===== src/rtl/mem_access_unit_if.sv =====
// Data-memory port between mem_access_unit (master) and the data memory (slave).
// Handshake: the master holds req=1 with stable addr/we/be/wdata until the slave
// returns a one-cycle ack pulse; rdata is only meaningful in the ack cycle.
interface mem_access_unit_if;
  logic        req;
  logic        we;
  logic [31:0] addr;
  logic [3:0]  be;
  logic [31:0] wdata;
  logic        ack;
  logic [31:0] rdata;

  modport master (output req, we, addr, be, wdata, input ack, rdata);
  modport slave  (input req, we, addr, be, wdata, output ack, rdata);
endinterface


===== src/rtl/mem_access_unit.sv =====
// MEM-stage load/store unit: one req/ack transaction per load or store, stalling the pipeline meanwhile.
// Optional feature: define MISALIGN_CHECK_EN to trap misaligned half/word accesses without touching memory.
module mem_access_unit (
  input  logic              clk_i,
  input  logic              rst_i,
  input  logic              valid_i,
  input  logic              MemRead_i,
  input  logic              MemWrite_i,
  input  logic [2:0]        Funct3_i,
  input  logic [31:0]       Addr_i,
  input  logic [31:0]       WriteData_i,
  mem_access_unit_if.master dmem,
  output logic              stall_o,
  output logic              done_o,
  output logic [31:0]       ReadData_o,
  output logic              misalign_o,
  output logic [1:0]        dbg_state_o
);

  typedef enum logic [1:0] {
    S_IDLE = 2'd0,
    S_REQ  = 2'd1,
    S_DONE = 2'd2
  } state_e;

  state_e      state_q, state_d;
  logic        we_q, we_d;
  logic [31:0] addr_q, addr_d;
  logic [3:0]  be_q, be_d;
  logic [31:0] wdata_q, wdata_d;
  logic [2:0]  f3_q, f3_d;
  logic [1:0]  off_q, off_d;
  logic [31:0] rdata_q, rdata_d;
  logic        mis_q, mis_d;

  logic        access;
  logic        misalign;
  logic [7:0]  load_byte;
  logic [15:0] load_half;
  logic [31:0] load_data;

  // Read+write together is treated as a store.
  assign access = valid_i & (MemRead_i | MemWrite_i);

`ifdef MISALIGN_CHECK_EN
  assign misalign = ((Funct3_i[1:0] == 2'b01) & Addr_i[0]) |
                    ((Funct3_i[1:0] == 2'b10) & (Addr_i[1:0] != 2'b00));
`else
  assign misalign = 1'b0;
`endif

  // State register plus the latched request / result fields.
  always_ff @(posedge clk_i or posedge rst_i) begin
    if (rst_i) begin
      state_q <= S_IDLE;
      we_q    <= 1'b0;
      addr_q  <= 32'h0;
      be_q    <= 4'h0;
      wdata_q <= 32'h0;
      f3_q    <= 3'h0;
      off_q   <= 2'h0;
      rdata_q <= 32'h0;
      mis_q   <= 1'b0;
    end else begin
      state_q <= state_d;
      we_q    <= we_d;
      addr_q  <= addr_d;
      be_q    <= be_d;
      wdata_q <= wdata_d;
      f3_q    <= f3_d;
      off_q   <= off_d;
      rdata_q <= rdata_d;
      mis_q   <= mis_d;
    end
  end

  always_comb begin
    state_d = state_q;
    case (state_q)
      S_IDLE:  if (access) state_d = misalign ? S_DONE : S_REQ;
      S_REQ:   if (dmem.ack) state_d = S_DONE;
      S_DONE:  state_d = S_IDLE;
      default: state_d = S_IDLE;
    endcase
  end

  always_comb begin
    load_byte = 8'h0;
    case (off_q)
      2'd0: load_byte = dmem.rdata[7:0];
      2'd1: load_byte = dmem.rdata[15:8];
      2'd2: load_byte = dmem.rdata[23:16];
      2'd3: load_byte = dmem.rdata[31:24];
      default: load_byte = 8'h0;
    endcase
    load_half = off_q[1] ? dmem.rdata[31:16] : dmem.rdata[15:0];
    case (f3_q)
      3'b000:  load_data = {{24{load_byte[7]}}, load_byte};
      3'b100:  load_data = {24'h0, load_byte};
      3'b001:  load_data = {{16{load_half[15]}}, load_half};
      3'b101:  load_data = {16'h0, load_half};
      default: load_data = dmem.rdata;
    endcase
  end

  always_comb begin
    we_d    = we_q;
    addr_d  = addr_q;
    be_d    = be_q;
    wdata_d = wdata_q;
    f3_d    = f3_q;
    off_d   = off_q;
    rdata_d = rdata_q;
    mis_d   = mis_q;
    if ((state_q == S_IDLE) && access) begin
      addr_d = {Addr_i[31:2], 2'b00};
      f3_d   = Funct3_i;
      off_d  = Addr_i[1:0];
      we_d   = MemWrite_i;
      mis_d  = misalign;
      if (misalign) rdata_d = 32'h0;
      if (MemWrite_i) begin
        case (Funct3_i)
          3'b000: begin
            be_d    = 4'b0001 << Addr_i[1:0];
            wdata_d = {4{WriteData_i[7:0]}};
          end
          3'b001: begin
            be_d    = Addr_i[1] ? 4'b1100 : 4'b0011;
            wdata_d = {2{WriteData_i[15:0]}};
          end
          default: begin
            be_d    = 4'b1111;
            wdata_d = WriteData_i;
          end
        endcase
      end else begin
        be_d    = 4'b1111;
        wdata_d = 32'h0;
      end
    end
    // Stores report zero so MEM/WB never captures stale load data for them.
    if ((state_q == S_REQ) && dmem.ack) rdata_d = we_q ? 32'h0 : load_data;
    if (state_q == S_DONE) mis_d = 1'b0;
  end

  always_comb begin
    stall_o  = 1'b0;
    done_o   = 1'b0;
    dmem.req = 1'b0;
    case (state_q)
      S_IDLE: stall_o = access;
      S_REQ: begin
        stall_o  = 1'b1;
        dmem.req = 1'b1;
      end
      S_DONE:  done_o = 1'b1;
      default: ;
    endcase
  end

  assign dmem.we     = we_q;
  assign dmem.addr   = addr_q;
  assign dmem.be     = be_q;
  assign dmem.wdata  = wdata_q;
  assign ReadData_o  = rdata_q;
  assign dbg_state_o = state_q;
`ifdef MISALIGN_CHECK_EN
  assign misalign_o  = mis_q;
`else
  assign misalign_o  = 1'b0;
`endif

endmodule


===== src/flat_wrapper.sv =====
// flat-port wrapper written by rule: the top's interface ports become plain ports
module mem_access_unit_flat 
  (clk_i, rst_i, valid_i, MemRead_i, MemWrite_i, Funct3_i, Addr_i, WriteData_i, stall_o, done_o, ReadData_o, misalign_o, dbg_state_o, dmem_req, dmem_we, dmem_addr, dmem_be, dmem_wdata, dmem_ack, dmem_rdata);
  mem_access_unit_if dmem_i ();
  input  logic clk_i;
  input  logic rst_i;
  input  logic valid_i;
  input  logic MemRead_i;
  input  logic MemWrite_i;
  input  logic [2:0] Funct3_i;
  input  logic [31:0] Addr_i;
  input  logic [31:0] WriteData_i;
  output logic stall_o;
  output logic done_o;
  output logic [31:0] ReadData_o;
  output logic misalign_o;
  output logic [1:0] dbg_state_o;
  output wire logic [$bits(dmem_i.req)-1:0] dmem_req;
  output wire logic [$bits(dmem_i.we)-1:0] dmem_we;
  output wire logic [$bits(dmem_i.addr)-1:0] dmem_addr;
  output wire logic [$bits(dmem_i.be)-1:0] dmem_be;
  output wire logic [$bits(dmem_i.wdata)-1:0] dmem_wdata;
  input wire logic [$bits(dmem_i.ack)-1:0] dmem_ack;
  input wire logic [$bits(dmem_i.rdata)-1:0] dmem_rdata;
  assign dmem_req = dmem_i.req;
  assign dmem_we = dmem_i.we;
  assign dmem_addr = dmem_i.addr;
  assign dmem_be = dmem_i.be;
  assign dmem_wdata = dmem_i.wdata;
  assign dmem_i.ack = dmem_ack;
  assign dmem_i.rdata = dmem_rdata;
  mem_access_unit u_core (.clk_i(clk_i), .rst_i(rst_i), .valid_i(valid_i), .MemRead_i(MemRead_i), .MemWrite_i(MemWrite_i), .Funct3_i(Funct3_i), .Addr_i(Addr_i), .WriteData_i(WriteData_i), .dmem(dmem_i), .stall_o(stall_o), .done_o(done_o), .ReadData_o(ReadData_o), .misalign_o(misalign_o), .dbg_state_o(dbg_state_o));
endmodule

===== config.mk =====
export PLATFORM = sky130hd
export DESIGN_NAME = mem_access_unit_flat
export DESIGN_NICKNAME = d
export VERILOG_FILES = /design/src/rtl/mem_access_unit_if.sv /design/src/rtl/mem_access_unit.sv /design/src/flat_wrapper.sv
export SDC_FILE = /design/constraint.sdc
export NUM_CORES = 1
export LEC_CHECK = 0
export CAP_MARGIN = 20
export CORE_AREA = 2 2 110 112
export DETAILED_ROUTE_END_ITERATION = 6
export DIE_AREA = 0 0 112 114
export GPL_ROUTABILITY_DRIVEN = 0
export PLACE_DENSITY_LB_ADDON = 0.3
export SLEW_MARGIN = 15
export SYNTH_ARGS = -nofsm -noshare
export SYNTH_HDL_FRONTEND = slang
export SYNTH_SLANG_ARGS = --single-unit

===== constraint.sdc =====
create_clock -name clk_i -period 5.3 [get_ports clk_i]
set_clock_uncertainty 0.2 [all_clocks]
set_input_delay 1.59 -clock clk_i [delete_from_list [all_inputs] [get_ports clk_i]]
set_output_delay 1.59 -clock clk_i [all_outputs]
set_load 0.005 [all_outputs]

Word-level counts from Yosys, hierarchy flattened
Cells that the tools add are included.
{"block": "op_classes", "magnitude_cmp": 0, "mul": 0, "n_mux": 15, "bitwise": 2, "eq_ne": 11, "reduce_logical": 7, "n_addsub": 0, "div": 0, "shift": 1}
{"operator": "case mux 32 bit (4 select lines)", "count": 1}
{"operator": "two-way mux 32 bit", "count": 2}
{"operator": "case mux 32 bit (2 select lines)", "count": 1}
{"operator": "case mux 8 bit (4 select lines)", "count": 1}
{"operator": "two-way mux 16 bit", "count": 1}
{"operator": "two-way mux 4 bit", "count": 2}
{"operator": "case mux 4 bit (2 select lines)", "count": 1}
{"operator": "== test 2 bit, second input constant", "count": 3}
{"operator": "== test 3 x 1 -> 1 bit, second input constant", "count": 2}
{"operator": "== test 3 bit, second input constant", "count": 2}
{"operator": "logical NOT 3 bit", "count": 2}
{"operator": "== test 2 x 1 -> 1 bit, second input constant", "count": 2}
{"operator": "logical NOT 2 bit", "count": 2}
{"operator": "two-way mux 2 bit", "count": 2}
{"operator": "case mux 2 bit (2 select lines)", "count": 1}
{"operator": "left shift 1 x 2 -> 4 bit, first input constant", "count": 1}
{"operator": "logical AND 1 bit", "count": 2}
{"operator": "two-way mux 1 bit", "count": 2}
{"operator": "inequality test 2 x 1 -> 1 bit, second input constant", "count": 1}
{"operator": "inequality test 2 bit, second input constant", "count": 1}
{"operator": "case mux 1 bit (2 select lines)", "count": 1}
{"operator": "AND reduction 2 bit", "count": 1}
{"operator": "bitwise AND 1 bit", "count": 1}
{"operator": "OR 1 bit", "count": 1}
{"block": "totals", "mem_count": 0, "word_cells": 44, "inputBits": 105, "output_inout_bits": 107, "ram_bits": 0, "regBits": 106, "latchBits": 0, "rom_bits": 0}

Logic depth before layout (Yosys ltp)
{"block": "depth", "word_depth": 4, "depth_mapped": 6, "depth_no_buf": 4}

Worst setup path after synthesis
OpenSTA, ideal clock, no wires.
{"block": "synth_timing", "path_type": "input-to-output", "startpoint": "in MemWrite_i", "endpoint": "out stall_o", "t_arrival_ns": 1.841, "stages": 2, "path_slack_ns": 1.669, "cell_sequence": "o21ai_0 a21oi_1"}
{"block": "synth_between", "elab_chain_len": 3}
{"element": "start: declaration", "line": "flat_wrapper.sv:9", "source": "input logic MemWrite_i;"}
{"element": "OR 1 bit", "line": "mem_access_unit.sv:43", "source": "assign access = valid_i & (MemRead_i | MemWrite_i);"}
{"element": "bitwise AND 1 bit", "line": "mem_access_unit.sv:43"}
{"element": "case mux 1 bit (2 select lines)", "line": "mem_access_unit.sv:151", "source": "case (state_q)"}
{"element": "end: declaration", "line": "flat_wrapper.sv:13", "source": "output logic stall_o;"}
Every way passes these cells.

Final worst setup path
{"block": "layout_timing", "startpoint": "in MemRead_i", "endpoint": "out stall_o"}
{"block": "layout_between", "elab_chain_len": 3}
{"element": "start: declaration", "line": "flat_wrapper.sv:8", "source": "input logic MemRead_i;"}
{"element": "OR 1 bit", "line": "mem_access_unit.sv:43"}
{"element": "bitwise AND 1 bit", "line": "mem_access_unit.sv:43"}
{"element": "case mux 1 bit (2 select lines)", "line": "mem_access_unit.sv:151"}
Every way passes these cells.

==> impl_metrics.toml <==
[status]
status = "finished, final reports clean"

[clocking]
postCtsSetupRepairBufs = 0
cts-hold-fix-buffers = 0
clk_latency_ns = 0.35
cts.sinks = 106
cts_tree = "yes"
cts.reportedPaths.clkPinSlew_ns = 0.06
htreeDepth = 3
cts_made_buffers = 9
ctsLongestPathBuffers = 2
cts_resized = 0
root_buffer = "clkbuf_16"

[finish]
nets = 836
final_common_cell = "clkdlybuf4s50_1"
drive_above_1_share_pct = 6.39
final_cell_mix = "clkdlybuf4s50_1 (208), nand2_1 (186), dfrtp_1 (106), o21ai_0 (56), nor2_1 (25)"
stdcell_area_um2 = 7350
synthToLayoutAreaGrowth_pct = 50.5
final_util_pct = 62.7
num_antenna_cells = 0
final_cells = 882

[critical_path]
crit_fanout = 3
startpoint = "MemRead_i"
critPathKind = "input pin to output port"
endpoint_kind = "output port"
cp.required_ns = 3.51
r2r-start = "u_core.dbg_state_o[1]$_DFFE_PP0P_"
cpPeakStageDelay_ns = 0.59
worstReg2RegEnd = "u_core.ReadData_o[28]$_DFFE_PP0P_"
r2r_slack_ns = 2.74
reg2reg_depth = 4
crit_arrival_ns = 3.02
crit_path_cell_trace = "clkdlybuf4s50_1 > o21ai_0 > a21oi_1 > clkdlybuf4s50_1"
critPathTopFamily = "buffers and inverters"
crit_slowest_cell = "clkdlybuf4s50_1"
start_kind = "input pin"
path_buf_inv = 2
path_common_cell = "clkdlybuf4s50_1"

[yosys]
avgSynthCellArea_um2 = 9.07
synth-edff-count = 0
synth-simple-area-share_pct = 19.6
synth_top_family_by_area = "simple AND/OR/NAND/NOR gates"
synthFlopType = "dfrtp_1"
ys_warn_count = 0
yosys.area_share.xor_xnor_pct = 0
ys_seq_area_share_pct = 54.3
netlist_instances = 538
synth_cell_type_count = 45
synth_fa_ha_area_share_pct = 0
syn_area_um2 = 4880
synth_compound_area_share_pct = 16.0
synth.mux.area_fraction_pct = 6.13
ys_ff_latch = 106
postSynth.asyncResetShare_pct = 100

[routing]
wl_per_cell_um = 16.8
drt-vias-per-instance = 5.26
wirelength_mm = 14.8
route.detailed.drc = 0
antenna_left = 0
wl_met3_mm = 1.35
wl_met2_mm = 6.95
wl_met1_mm = 6.04
vias = 4639
top_layer = "met4"
first_pass_iters = 5
drt_iter0_markers = 326

[placement]
dpl.hpwl_mm = 10.9
port_buffers = 208
placed_cells = 867
dp_worst_setup_slack_ns = 0.507
dpl_cell_area_um2 = 7070

[timing]
rsz0062_at_grt = "no"
finalHoldWorstSlack_ns = 0.274
tightest_slew_ns = 1.02
tns_ns = 0
drv_slew = 0
fin_ws_ns = 0.490
max_slew_margin_pct = 32.1
setup_viol = 0
hold_violations = 0
period_needed_ns = 4.81
min_period_over_period_pct = 90.8
fmax_ghz = 0.208

[min_path]
hp-start = "u_core.dmem.addr[19]$_DFFE_PP0P_"
hold_class = "register to register"
hold_end = "u_core.dmem.addr[19]$_DFFE_PP0P_"
worstHoldPathCells = 2

[global_routing]
grt_use_total_pct = 23.6
first_global_vias = 4595
grt_pass1_wl_mm = 23.7
antenna_found_initial = 0
grt_overflow = 0
grt_max_degree = 52

[floorplanning]
ios = 212
coreArea_um2 = 11700
rows = 40
die-width_um = 112
die-area_um2 = 12800
die_h_um = 114
initial_core_util_pct = 41.7

[pwr]
power.total_mw = 3.77
peakVddDrop_mv = 0.294
leakage_nw = 3.26
p_sw_mw = 1.27
combPwrFrac_pct = 45.0
power.share.clock_pct = 16.5
swShare_pct = 33.8
p_seq_share_pct = 38.5
power.density_nw_per_um2 = 514
intPower_mw = 2.50

[run]
maxCapViolations = 0
-- Yosys cell counts, types with 2 or more instances --
library cell | n | area, um2
o32ai_1 | 3 | 26.3
mux2i_1 | 22 | 220
a22o_1 | 10 | 87.6
inv_1 | 7 | 26.3
o41ai_1 | 3 | 26.3
o2bb2ai_1 | 2 | 17.5
nand3_1 | 8 | 40.0
buf_2 | 2 | 10.0
o21ai_0 | 57 | 285
a21oi_1 | 16 | 80.1
mux2_2 | 5 | 56.3
nand2_1 | 186 | 698
o21ai_2 | 10 | 87.6
a21o_1 | 2 | 15.0
nor2b_1 | 7 | 43.8
buf_1 | 2 | 7.51
dfrtp_1 | 106 | 2650
buf_4 | 3 | 22.5
o2111ai_1 | 3 | 26.3
nand2b_1 | 2 | 12.5
o221ai_1 | 4 | 35.0
o21a_1 | 4 | 30.0
clkbuf_1 | 28 | 105
nor2_1 | 25 | 93.8
-- flip-flops by register name, indices dropped and copies added (netlist names) --
register,count
u_core.dmem.be,4
u_core.dmem.wdata,32
u_core.dmem.we,1
u_core.ReadData_o,32
u_core.f3_q,3
u_core.off_q,2
u_core.dbg_state_o,2
u_core.dmem.addr,30
-- area by class of cell --
class                   count  area [um2]
repair buffers            216        2140
well taps                 147         184
inverters                   8        32.5
fillers                  1036        4370
clock inverters             2        12.5
flip-flops and latches    106        2650
clock buffers              13         260
multi-input cells         390        2060
-- power groups by stage --
stage / clock, mW / combinational, mW / sequential, mW
floorplan: 0 / 0.704 / 1.43
global placement: 0 / 1.67 / 1.44
detailed placement: 0 / 1.71 / 1.46
CTS: 0.637 / 1.72 / 1.45
global route: 0.673 / 1.87 / 1.50
finish: 0.622 / 1.70 / 1.45
-- worst max path at each step --
stage | slack, ns | end | depth (start not counted)
3_3_place_gp | 0.51 | stall_o | 4
2_1_floorplan | 0.72 | u_core.ReadData_o[0]$_DFFE_PP0P_ | 1
4_1_cts | 0.50 | stall_o | 4
5_1_grt | 0.41 | stall_o | 4
3_5_place_dp | 0.51 | stall_o | 4
6_report | 0.49 | stall_o | 4
-- metal layers --
metal | track usage [%] | vias up
met5 | 0 | -
li1 | - | 2189
met1 | 30.1 | 2216
met4 | 10.9 | 0
met3 | 7.17 | 31
met2 | 37.1 | 203
-- logic make-up (layout without fill, tap and decap cells) --
family	after synthesis	after routing
buf+inv	44	239
other cells	1	3
compound gates	122	122
simple gates	237	237
flops	106	106
mux	28	28
-- worst reg2reg max path, delay by kind of cell, from the launching register on --
family | cells | cell delay, ns
and+or+nand+nor | 2 | 1.09
AOI/OAI and AO/OA | 2 | 0.71
DFF | 1 | 0.47
Note: power is estimated with default switching activity, not from simulation.
